--- src/rtl/popcnt_accum_if.sv ---
// rtl/popcnt_accum_if.sv - beat input and frame-result output handshakes of popcnt_accum
interface popcnt_accum_if #(
  parameter int ACC_W = 16,
  parameter int LEN_W = 8
);
  logic             in_valid;
  logic             in_ready;
  logic [3:0]       in_cnt;
  logic             in_last;
  logic             out_valid;
  logic             out_ready;
  logic [ACC_W-1:0] out_sum;
  logic [LEN_W-1:0] out_beats;
  logic             out_sat;
  logic             out_err;

  modport slave (
    input  in_valid, in_cnt, in_last, out_ready,
    output in_ready, out_valid, out_sum, out_beats, out_sat, out_err
  );

  modport master (
    output in_valid, in_cnt, in_last, out_ready,
    input  in_ready, out_valid, out_sum, out_beats, out_sat, out_err
  );
endinterface

--- src/rtl/popcnt_accum.sv ---
// rtl/popcnt_accum.sv - frames popcount beats into saturating totals with range/overflow flags
module popcnt_accum #(
  parameter int ACC_W = 16,
  parameter int LEN_W = 8
) (
  input logic          clk,
  input logic          reset_n,
  popcnt_accum_if.slave bus
);
  typedef enum logic {IDLE, ACC} state_e;

  localparam logic [LEN_W-1:0] BEAT_ONE = LEN_W'(1);

  state_e           state_q;
  logic [ACC_W-1:0] acc_q, acc_d;
  logic [LEN_W-1:0] beats_q, beats_d;
  logic             sat_q, sat_d;
  logic             err_q, err_d;
  logic             out_valid_q;
  logic [ACC_W-1:0] out_sum_q;
  logic [LEN_W-1:0] out_beats_q;
  logic             out_sat_q;
  logic             out_err_q;
  logic [ACC_W:0]   sum_wide;
  logic             first_beat;
  logic             beat_fire;
  logic             out_fire;

  assign bus.in_ready  = !out_valid_q || bus.out_ready;
  assign beat_fire     = bus.in_valid && bus.in_ready;
  assign out_fire      = out_valid_q && bus.out_ready;
  assign bus.out_valid = out_valid_q;
  assign bus.out_sum   = out_sum_q;
  assign bus.out_beats = out_beats_q;
  assign bus.out_sat   = out_sat_q;
  assign bus.out_err   = out_err_q;

  // The first beat of a frame starts from zero so stale flags never leak in.
  always_comb begin
    first_beat = (state_q == IDLE);
    sum_wide   = (first_beat ? '0 : {1'b0, acc_q}) + {{(ACC_W-3){1'b0}}, bus.in_cnt};
    acc_d      = sum_wide[ACC_W] ? '1 : sum_wide[ACC_W-1:0];
    sat_d      = (!first_beat && sat_q) || sum_wide[ACC_W];
    err_d      = (!first_beat && err_q) || (bus.in_cnt > 4'd13);
    beats_d    = BEAT_ONE;
    if (!first_beat) begin
      beats_d = (beats_q == '1) ? beats_q : beats_q + BEAT_ONE;
    end
  end

  always_ff @(posedge clk or negedge reset_n) begin
    if (!reset_n) begin
      state_q     <= IDLE;
      acc_q       <= '0;
      beats_q     <= '0;
      sat_q       <= 1'b0;
      err_q       <= 1'b0;
      out_valid_q <= 1'b0;
      out_sum_q   <= '0;
      out_beats_q <= '0;
      out_sat_q   <= 1'b0;
      out_err_q   <= 1'b0;
    end else begin
      if (out_fire) begin
        out_valid_q <= 1'b0;
      end
      if (beat_fire) begin
        if (bus.in_last) begin
          // A same-cycle transfer is overridden here, giving back-to-back results.
          out_valid_q <= 1'b1;
          out_sum_q   <= acc_d;
          out_beats_q <= beats_d;
          out_sat_q   <= sat_d;
          out_err_q   <= err_d;
          state_q     <= IDLE;
          acc_q       <= '0;
          beats_q     <= '0;
          sat_q       <= 1'b0;
          err_q       <= 1'b0;
        end else begin
          state_q <= ACC;
          acc_q   <= acc_d;
          beats_q <= beats_d;
          sat_q   <= sat_d;
          err_q   <= err_d;
        end
      end
    end
  end
endmodule
--- src/flat_wrapper.sv ---
// flat-port wrapper written by rule: the top's interface ports become plain ports
module popcnt_accum_flat 
#(
  parameter int ACC_W = 16,
  parameter int LEN_W = 8
)
  (clk, reset_n, bus_in_valid, bus_in_cnt, bus_in_last, bus_out_ready, bus_in_ready, bus_out_valid, bus_out_sum, bus_out_beats, bus_out_sat, bus_out_err);
  popcnt_accum_if #(.ACC_W(ACC_W), .LEN_W(LEN_W)) bus_i ();
  input logic clk;
  input logic reset_n;
  input wire logic [$bits(bus_i.in_valid)-1:0] bus_in_valid;
  input wire logic [$bits(bus_i.in_cnt)-1:0] bus_in_cnt;
  input wire logic [$bits(bus_i.in_last)-1:0] bus_in_last;
  input wire logic [$bits(bus_i.out_ready)-1:0] bus_out_ready;
  output wire logic [$bits(bus_i.in_ready)-1:0] bus_in_ready;
  output wire logic [$bits(bus_i.out_valid)-1:0] bus_out_valid;
  output wire logic [$bits(bus_i.out_sum)-1:0] bus_out_sum;
  output wire logic [$bits(bus_i.out_beats)-1:0] bus_out_beats;
  output wire logic [$bits(bus_i.out_sat)-1:0] bus_out_sat;
  output wire logic [$bits(bus_i.out_err)-1:0] bus_out_err;
  assign bus_i.in_valid = bus_in_valid;
  assign bus_i.in_cnt = bus_in_cnt;
  assign bus_i.in_last = bus_in_last;
  assign bus_i.out_ready = bus_out_ready;
  assign bus_in_ready = bus_i.in_ready;
  assign bus_out_valid = bus_i.out_valid;
  assign bus_out_sum = bus_i.out_sum;
  assign bus_out_beats = bus_i.out_beats;
  assign bus_out_sat = bus_i.out_sat;
  assign bus_out_err = bus_i.out_err;
  popcnt_accum #(.ACC_W(ACC_W), .LEN_W(LEN_W)) u_core (.clk(clk), .reset_n(reset_n), .bus(bus_i));
endmodule
--- config.mk ---
export PLATFORM = sky130hd
export DESIGN_NAME = popcnt_accum_flat
export DESIGN_NICKNAME = d
export VERILOG_FILES = /design/src/rtl/popcnt_accum_if.sv /design/src/rtl/popcnt_accum.sv /design/src/flat_wrapper.sv
export SDC_FILE = /design/constraint.sdc
export NUM_CORES = 1
export LEC_CHECK = 0
export CORE_MARGIN = 4
export CORE_UTILIZATION = 45
export DETAILED_ROUTE_END_ITERATION = 7
export PLACE_DENSITY = 0.67
export SETUP_SLACK_MARGIN = 0.1
export SLEW_MARGIN = 20
export SYNTH_ARGS = -nofsm -noshare
export SYNTH_HDL_FRONTEND = slang
export SYNTH_SLANG_ARGS = --single-unit
--- constraint.sdc ---
create_clock -name clk -period 3.95 [get_ports clk]
set_input_delay 0.79 -clock clk [delete_from_list [all_inputs] [get_ports clk]]
set_output_delay 0.79 -clock clk [all_outputs]
set_load 0.02 [all_outputs]
==> impl_metrics.csv, run 1 <==
group,metric,value,unit
outcome,status,"finished, final reports clean",
global_route,grt_pass1_wl,12100,um
synth,syn_inst,322,
timing,tns,0,ns
floorplanning,core,0.00639,sq mm
final_layout,mostFrequentLayoutCell,"dfrtp_1",
global_route,grt_max_degree,36,
final_layout,drive_gt1_frac,0.0868,
setup_path,crit_chain,"clkdlybuf4s50_1 > ha_1 > fa_1 > a21o_1 > a21oi_1 > buf_4 > or4_4 > nand2_1 > o32a_1",
setup_path,worstSetupEndpointType,"flop",
timing,rsz0062_at_grt,"no",
floorplanning,die_w,89.4,um
timing,clock_skew,0.0104,ns
final_layout,stdcell_area,0.00349,sq mm
synth,synthAdderAreaFrac,0.0277,
cts,max-clock-path-buffers,2,
cts,cts_max_level,2,
routing,drtAntennaViolNets,0,
timing,hold_viol_final,0,
synth,yosys_warnings,0,
place,gp_congestion,0.935,
cts,cts_tree,"built",
timing,setup_viol,0,
setup_path,cp-start-kind,"input pin",
setup_path,cp.depth,9,
synth,synth.top_cells.by_area,"dfrtp_1, nand2_1, a21oi_1, o21ai_0, nor2_1",
timing,post-route-min-period,2.87,ns
global_route,grt_usage,0.196,
floorplanning,num_io_pins,37,
global_route,antenna_found_initial,0,
pwr,ir_worst_vdd,0.000223,V
timing,worstMarginPinSlew,0.803,ns
routing,vias,2540,
cts,clk_latency,0.31,ns
worst_hold_path,holdPathStages,2,
routing,firstDrtPassIters,4,
synth,syn_area,0.00298,sq mm
timing,max_freq,349,MHz
routing,drc,0,
synth,synth_cell_type_count,50,
global_route,grt_pass1_vias,2456,
cts,cts_hold_buf,0,
final_layout,most-common-layout-cells,"dfrtp_1, nand2_1, clkdlybuf4s50_1, nor2_1",
routing,post_drt_wl_per_cell,16.6,um
synth,synth_compound_area_frac,0.192,
timing,slew_headroom,0.465,
final_layout,finalNetCount,371,
job,drv_cap,0,
synth,yosys.area_share.simple,0.234,
setup_path,crit_fanout,12,
worst_hold_path,hold_class,"flop to flop",
setup_path,critPathSlowestCell,"clkdlybuf4s50_1",
cts,post-cts-setup-buffers,0,
timing,final_max_slew_viol_count,0,
floorplanning,rows,29,
synth,synth.area.mux_share,0.0172,
place,dpl.hpwl,5100,um
setup_path,crit_buf_inv,2,
floorplanning,initial_core_util,0.467,
cts,clock_sinks,54,
synth,syn_nets,337,
place,port_buffers,36,
synth,syn-mean-instance-area,9.26,sq um
place,place_area,0.00338,sq mm
pwr,powerDensity,397,mW/mm^2
cts,cts_resized,0,
setup_path,worst_ep_arrival_time,3.06,ns
final_layout,n_antenna_cell,0,
global_route,overflow,0,
synth,synth-xor-area-share,0.0294,
cts,clk_pin_slew,0.10,ns
synth,synth_top_area_frac,0.453,
cts,root_buffer,"clkbuf_8",
synth,async_reset_ff_frac,1.00,
setup_path,path_class,"input pin to flop",
floorplanning,die_h,89.4,um
setup_path,reg2reg_depth,8,
cts,cts_buffers,5,
final_layout,area_growth,17.0,%
setup_path,crit_family,"compound AO/OA/AOI/OAI gates",
synth,synthFlopType,"dfrtp_1",
synth,seq_area_frac_synth,0.453,
synth,synth_area_leader_cell,"dfrtp_1",
routing,drtIter0Drc,169,
place,place_worst_setup_slack,0.763,ns
final_layout,fill_cells,596,
pwr,leakagePower,1.54,nW
synth,yosys_register_bits,54,
timing,worst_slack,1.08,ns
floorplanning,die_area,0.00799,sq mm
routing,totalWireLength,7190,um
synth,synth_enable_flop_cells,0,
synth,synth_top_family_by_area,"simple AND/OR/NAND/NOR gates",
setup_path,required,4.15,ns
timing,period_share,0.726,
routing,via_per_inst,5.85,
setup_path,slowest_delay,0.42,ns
flip-flops by register name (all words and copies together) (netlist names):
signal and flops:
u_core.bus.out_sat 1, u_core.bus.out_beats 8, u_core.bus.out_err 1, u_core.state_q 1, u_core.bus.out_sum 16, u_core.sat_q 1, u_core.beats_q 8, u_core.acc_q 16
u_core.bus.out_valid 1, u_core.err_q 1
per-layer routing:
metal  track usage  vias to the layer above  wire length [um]
met1         0.278                     1214              3350
met2         0.292                       78              3160
li1              -                     1227                 -
met3        0.0387                       21               471
met5             0                        -                 0
met4        0.0825                        0               214
layout make-up:
cell class	instances	area [sq um]	share of cell area
Clock buffer	7	76.3	0.0219
Multi-Input combinational cell	244	1490	0.427
Clock inverter	1	30.0	0.00861
Timing Repair Buffer	45	423	0.121
Sequential cell	54	1350	0.387
Tap cell	77	96.3	0.0276
Inverter	6	22.5	0.00645
through the flow:
| step | hold slack [ns] | instances | total power, mW | util |
|---|---|---|---|---|
| after floorplan | 0.442 | 322 | 0.874 | - |
| after detailed placement | 0.461 | 426 | 1.03 | 0.530 |
| after global placement | 0.454 | 426 | 1.03 | 0.530 |
| after global routing | 0.516 | 434 | 1.47 | 0.546 |
| after CTS | 0.484 | 434 | 1.40 | 0.546 |
| final | 0.482 | 434 | 1.39 | 0.546 |
where the power goes:
group,internal (mW),switching (mW)
clock network,0.190,0.178
registers,0.611,0.0451
logic,0.155,0.207
total,0.956,0.429
cells in the mapped netlist, drive strengths merged (2+ instances only):
master   instances
a211o            2
a21o             5
a21oi           24
a2bb2oi          3
a31oi            9
and2             7
and3             9
and4             3
buf              5
clkbuf          12
dfrtp           54
ha               5
inv              6
mux2i            4
nand2           48
nand2b           5
nand3            9
nand4            6
nor2            27
nor3             5
nor4             7
o211ai           4
o21ai           24
o21bai           2
o31ai            7
o32a             2
or3              2
or4              2
xnor2            5
xor2             5
cells by family (layout without fill, tap and decap cells):
kind of cell	count (synthesis)	count (layout)
simple gates	135	135
compound gates	88	88
flops	54	54
buf+inv	24	59
xor+xnor	10	10
fa+ha+maj	6	6
mux	5	5
worst register-to-register path, cell delays in order, from the launching register on:
cell and delay, ns:
dfrtp_1 0.42, buf_4 0.24, and2_1 0.18, ha_1 0.35
a21oi_1 0.09, buf_4 0.19, nor4_4 0.58, nor2_1 0.23
a21oi_1 0.20
final timing paths:
path | startpoint | end | slack [ns]
worst max-delay path | bus_in_cnt[0] | u_core.bus.out_sum[10] | 1.08
worst min-delay path | u_core.bus.out_beats[5] | u_core.bus.out_beats[5] | 0.48
worst max register to register | u_core.state_q | u_core.bus.out_sum[11] | 1.39
worst min register to register | u_core.bus.out_beats[5] | u_core.bus.out_beats[5] | 0.48
max in group asynchronous | reset_n | u_core.bus.out_sum[15] | 2.61
min in group asynchronous | reset_n | u_core.acc_q[1] | 0.56
(Power assumes the default switching activity.)
==> run 2, diff against run 1 <==
Clock period 3.95 ns to 2.9 ns, I/O delays scaled along.
==> run 2 against run 1 <==
Against the previous run:
- sequential share of layout area shrank 0.51 points
- die area is the same
- register-to-register slack lost 0.90 ns
- first-iteration DRC count shrank 16%
- global-route usage grew 0.48 points
- routed wire length grew 2.4%
- non-clock buffer count grew 4
- sequential power grew 36%
- sequential cell count is the same
- core utilization grew 0.72 points
==> impl_metrics.csv, run 2 (synthesis gave the netlist of run 1 again) <==
group,metric,value,unit
routing,post_drt_wl_per_cell,16.8,um
routing,via_per_inst,5.95,
final_layout,n_antenna_cell,0,
cts,cts_resized,0,
timing,hold_viol_final,0,
timing,slew_headroom,0.569,
floorplanning,die_area,0.00799,sq mm
floorplanning,num_io_pins,37,
floorplanning,die_w,89.4,um
floorplanning,die_h,89.4,um
pwr,ir_worst_vdd,0.000342,V
timing,setup_viol,0,
global_route,grt_pass1_wl,12500,um
timing,period_share,0.884,
routing,drtIter0Drc,142,
setup_path,r2r_setup_slack,0.49,ns
pwr,swShare,0.313,
pwr,power.switching,595,uW
floorplanning,core,0.00639,sq mm
place,place_area,0.00343,sq mm
final_layout,fin_util,0.554,
pwr,total_power,1.90,mW
job,drv_cap,0,
cts,clock_sinks,54,
cts,root_buffer,"clkbuf_8",
final_layout,mostFrequentLayoutCell,"dfrtp_1",
global_route,grt_pass1_vias,2529,
pwr,leakagePower,1.56,nW
outcome,status,"finished, final reports clean",
global_route,antenna_found_initial,0,
pwr,p_seq_frac,0.470,
global_route,overflow,0,
setup_path,crit_fanout,7,
pwr,comb_power_share,0.263,
place,place_worst_setup_slack,0.0329,ns
routing,drtAntennaViolNets,0,
timing,max_freq,390,MHz
cts,cts_hold_buf,0,
routing,drc,0,
final_layout,most-common-layout-cells,"dfrtp_1, nand2_1, clkdlybuf4s50_1, nor2_1",
cts,post-cts-setup-buffers,0,
floorplanning,initial_core_util,0.467,
cts,clk_pin_slew,0.10,ns
setup_path,crit_chain,"clkdlybuf4s50_1 > ha_1 > fa_1 > a21o_1 > a21oi_1 > buf_4 > or4_4 > a31oi_1 > a2bb2oi_1",
cts,cts_buffers,5,
global_route,grt_usage,0.201,
timing,hold_slack,0.287,ns
timing,rsz0062_at_grt,"no",
place,gp_congestion,0.982,
pwr,powerDensity,538,mW/mm^2
place,placedCellCount,430,
setup_path,worstSetupEndpointType,"flop",
setup_path,critPathSlowestCell,"or4_4",
pwr,p_int,1.31,mW
setup_path,path_class,"input pin to flop",
floorplanning,rows,29,
final_layout,finalNetCount,375,
cts,clk_latency,0.31,ns
timing,post-route-min-period,2.56,ns
setup_path,slowest_delay,0.59,ns
routing,totalWireLength,7360,um
final_layout,stdcell_area,0.00354,sq mm
routing,vias,2604,
timing,tns,0,ns
place,dpl.hpwl,5170,um
setup_path,worst_ep_arrival_time,2.79,ns
timing,final_max_slew_viol_count,0,
pwr,pwr-share-clk,0.267,
global_route,grt_max_degree,30,
cts,cts_tree,"built",
routing,firstDrtPassIters,5,
final_layout,final_cells,438,
place,port_buffers,36,
final_layout,drive_gt1_frac,0.0997,
worst_hold_path,hold_class,"input pin to async pin",
timing,worst_slack,0.337,ns
setup_path,required,3.13,ns
cts,max-clock-path-buffers,2,
final_layout,fill_cells,600,
cts,cts_max_level,2,
final_layout,area_growth,18.6,%
timing,clock_skew,0.00575,ns
setup_path,cp-start-kind,"input pin",
timing,worstMarginPinSlew,0.647,ns
-- run 2: path summary, 6_finish.rpt --
path,startpoint,to,depth (start not counted)
max in group asynchronous,reset_n,u_core.acc_q[13],2
max,bus_in_cnt[0],u_core.acc_q[15],9
max reg2reg,u_core.state_q,u_core.bus.out_sum[10],9
min reg2reg,u_core.bus.out_beats[5],u_core.bus.out_beats[5],2
min in group clk,u_core.bus.out_beats[5],u_core.bus.out_beats[5],2
min,reset_n,u_core.bus.out_sum[0],1
-- run 2: final cells by class --
cell class,instances,area (sq um),share of cell area
clock buffer,6,72.6,0.0205
clock inverter,2,37.5,0.0106
inverter,6,22.5,0.00637
multi-input combinational,244,1490,0.421
sequential,54,1350,0.382
tap,77,96.3,0.0272
timing repair buffer,49,465,0.132
-- run 2: power by group through the flow --
stage | clock network (mW) | logic (mW) | registers, mW
5_1_grt | 0.552 | 0.556 | 0.909
4_1_cts | 0.517 | 0.505 | 0.896
2_1_floorplan | 0 | 0.226 | 0.965
3_5_place_dp | 0 | 0.503 | 0.910
6_report | 0.507 | 0.500 | 0.895
3_3_place_gp | 0 | 0.498 | 0.907
-- run 2: metal layers --
metal	routed length [um]	share of wire	up-vias	track usage
li1	-	-	1232	-
met1	3440	0.47	1276	0.281
met2	3360	0.46	79	0.311
met3	361	0.049	17	0.0341
met4	203	0.028	0	0.0785
met5	0	0	-	0
-- run 2: critical path: cells and delay by family --
| family | cells | cell delay [ns] |
|---|---|---|
| AO/OA/AOI/OAI | 4 | 0.60 |
| adder cells (fa/ha/maj) | 2 | 0.39 |
| buffers and inverters | 2 | 0.64 |
| AND/OR/NAND/NOR | 1 | 0.59 |
==> run 3, diff against run 2 <==
Settings changed: CELL_PAD_IN_SITES_DETAIL_PLACEMENT set to 0, CELL_PAD_IN_SITES_GLOBAL_PLACEMENT set to 1, PLACE_DENSITY 0.67 to 0.83, TNS_END_PERCENT set to 100.
Clock period 2.9 ns to 3.28 ns, I/O delays scaled along.
==> run 3 against run 2 <==
Against the previous run:
- cell count decreased by 0.46%
- clock skew rose by 0.011 ns
- clock power rose by 7.7%
- total power shrank 6.7%
- worst hold slack improved by 0.17 ns
- first-iteration DRC count increased by 9.2%
- largest cell class unchanged
- largest power group unchanged
==> impl_metrics.csv, run 3 (synthesis gave the netlist of run 1 again) <==
group,metric,value,unit
outcome,status,"finished, final reports clean",
cts,post-cts-setup-buffers,0,
timing,max_freq,370,MHz
timing,post-route-min-period,2.71,ns
floorplanning,initial_core_util,0.467,
setup_path,worst_ep_arrival_time,2.95,ns
final_layout,finalNetCount,373,
place,placedCellCount,428,
timing,tns,0,ns
timing,period_share,0.825,
timing,hold_slack,0.452,ns
floorplanning,rows,29,
setup_path,slowest_delay,0.58,ns
timing,rsz0062_at_grt,"no",
setup_path,crit_family,"simple AND/OR/NAND/NOR gates",
setup_path,cp-start-kind,"input pin",
setup_path,r2r_start,"u_core.state_q",
setup_path,crit_end,"u_core.bus.out_sum[13]",
timing,slew_headroom,0.538,
cts,cts_hold_buf,0,
setup_path,reg2reg_depth,9,
global_route,grt_usage,0.198,
setup_path,path_class,"input pin to flop",
final_layout,area_growth,18.6,%
cts,clk_latency,0.32,ns
setup_path,worstSetupEndpointType,"flop",
place,port_buffers,36,
setup_path,startpoint,"bus_in_cnt[0]",
place,gp_congestion,0.832,
pwr,leakagePower,1.56,nW
routing,drtAntennaViolNets,0,
place,place_area,0.00340,sq mm
timing,setup_viol,0,
floorplanning,die_area,0.00799,sq mm
routing,drc,0,
floorplanning,num_io_pins,37,
final_layout,mostFrequentLayoutCell,"dfrtp_1",
final_layout,most-common-layout-cells,"dfrtp_1, nand2_1, clkdlybuf4s50_1, nor2_1",
global_route,overflow,0,
timing,final_max_slew_viol_count,0,
job,drv_cap,0,
cts,clock_sinks,54,
cts,cts_max_level,2,
routing,firstDrtPassIters,4,
setup_path,crit_fanout,10,
timing,clock_skew,0.0166,ns
cts,cts_resized,0,
worst_hold_path,hold_class,"input pin to async pin",
global_route,antenna_found_initial,0,
setup_path,crit_chain,"clkdlybuf4s50_1 > ha_1 > fa_1 > a21o_1 > a21oi_1 > buf_4 > nor4_4 > nor2_1 > a21oi_1",
cts,cts_tree,"built",
setup_path,r2r_setup_slack,0.75,ns
routing,via_per_inst,5.78,
timing,hold_viol_final,0,
final_layout,final_cells,436,
global_route,grt_pass1_wl,12100,um
cts,max-clock-path-buffers,2,
setup_path,required,3.52,ns
global_route,grt_max_degree,55,
cts,root_buffer,"clkbuf_8",
routing,post_drt_wl_per_cell,16.8,um
routing,vias,2518,
timing,worstMarginPinSlew,0.693,ns
floorplanning,core,0.00639,sq mm
setup_path,cpMostUsedCell,"a21oi_1",
setup_path,critPathSlowestCell,"nor4_4",
timing,worst_slack,0.575,ns
pwr,ir_worst_vdd,0.000275,V
global_route,grt_pass1_vias,2332,
routing,totalWireLength,7320,um
floorplanning,die_w,89.4,um
setup_path,r2r-end,"u_core.bus.out_sum[13]",
place,dpl.hpwl,5070,um
final_layout,stdcell_area,0.00354,sq mm
final_layout,n_antenna_cell,0,
cts,cts_buffers,5,
floorplanning,die_h,89.4,um
setup_path,crit_buf_inv,2,
final_layout,drive_gt1_frac,0.0975,
pwr,powerDensity,502,mW/mm^2
cts,clk_pin_slew,0.11,ns
setup_path,cp.depth,9,
routing,drtIter0Drc,155,
place,place_worst_setup_slack,0.254,ns
[run 3: cell count changes in the layout (fill, tap and decap cells not counted), sizes merged]
cell      delta
clkinvlp     -1
clkinv       +1
buf          -2
clkbuf       -1
bufinv       +1
[run 3: metrics by stage]
stage               total power [mW]   util
floorplan                       1.05      -
global placement                1.24  0.532
detailed placement              1.25  0.532
CTS                             1.79  0.554
global route                    1.87  0.554
finish                          1.78  0.554
[run 3: metal layers]
layer | part of all wire | global-route usage | vias up
met2 | 0.46 | 0.302 | 67
li1 | - | - | 1229
met1 | 0.48 | 0.291 | 1215
met4 | 0.012 | 0.0514 | 0
met3 | 0.049 | 0.0359 | 7
met5 | 0 | 0 | -
[run 3: final cells by class]
class                           instances  area (sq um)
Fill cell                             602          2850
Multi-Input combinational cell        244          1490
Sequential cell                        54          1350
Timing Repair Buffer                   47           438
Tap cell                               77          96.3
Clock buffer                            5          68.8
Clock inverter                          3          68.8
Inverter                                6          22.5
[run 3: worst reg2reg max path, cell delays in order, from the launching register on]
cell and delay (ns):
dfrtp_1 0.45, and2_1 0.17, ha_1 0.20, fa_1 0.40
a21o_1 0.21, a21oi_1 0.25, buf_4 0.22, nor4_4 0.09
nor2_1 0.31, a21oi_1 0.13
[run 3: how the worst min path moves through the flow]
stage	slack [ns]	endpoint	cells past startpoint	startpoint
after floorplan	0.36	u_core.acc_q[0]	0	reset_n
after global placement	0.45	u_core.bus.out_beats[5]	2	u_core.bus.out_beats[5]
after detailed placement	0.47	u_core.bus.out_beats[5]	2	u_core.bus.out_beats[5]
after CTS	0.49	u_core.bus.out_sum[12]	2	reset_n
after global routing	0.51	u_core.bus.out_beats[2]	2	u_core.bus.out_beats[2]
final	0.45	u_core.bus.out_sum[12]	2	reset_n
[run 3: power by group]
group	switching, mW	internal, mW
combinational	0.249	0.190
sequential	0.0551	0.736
clock	0.240	0.306
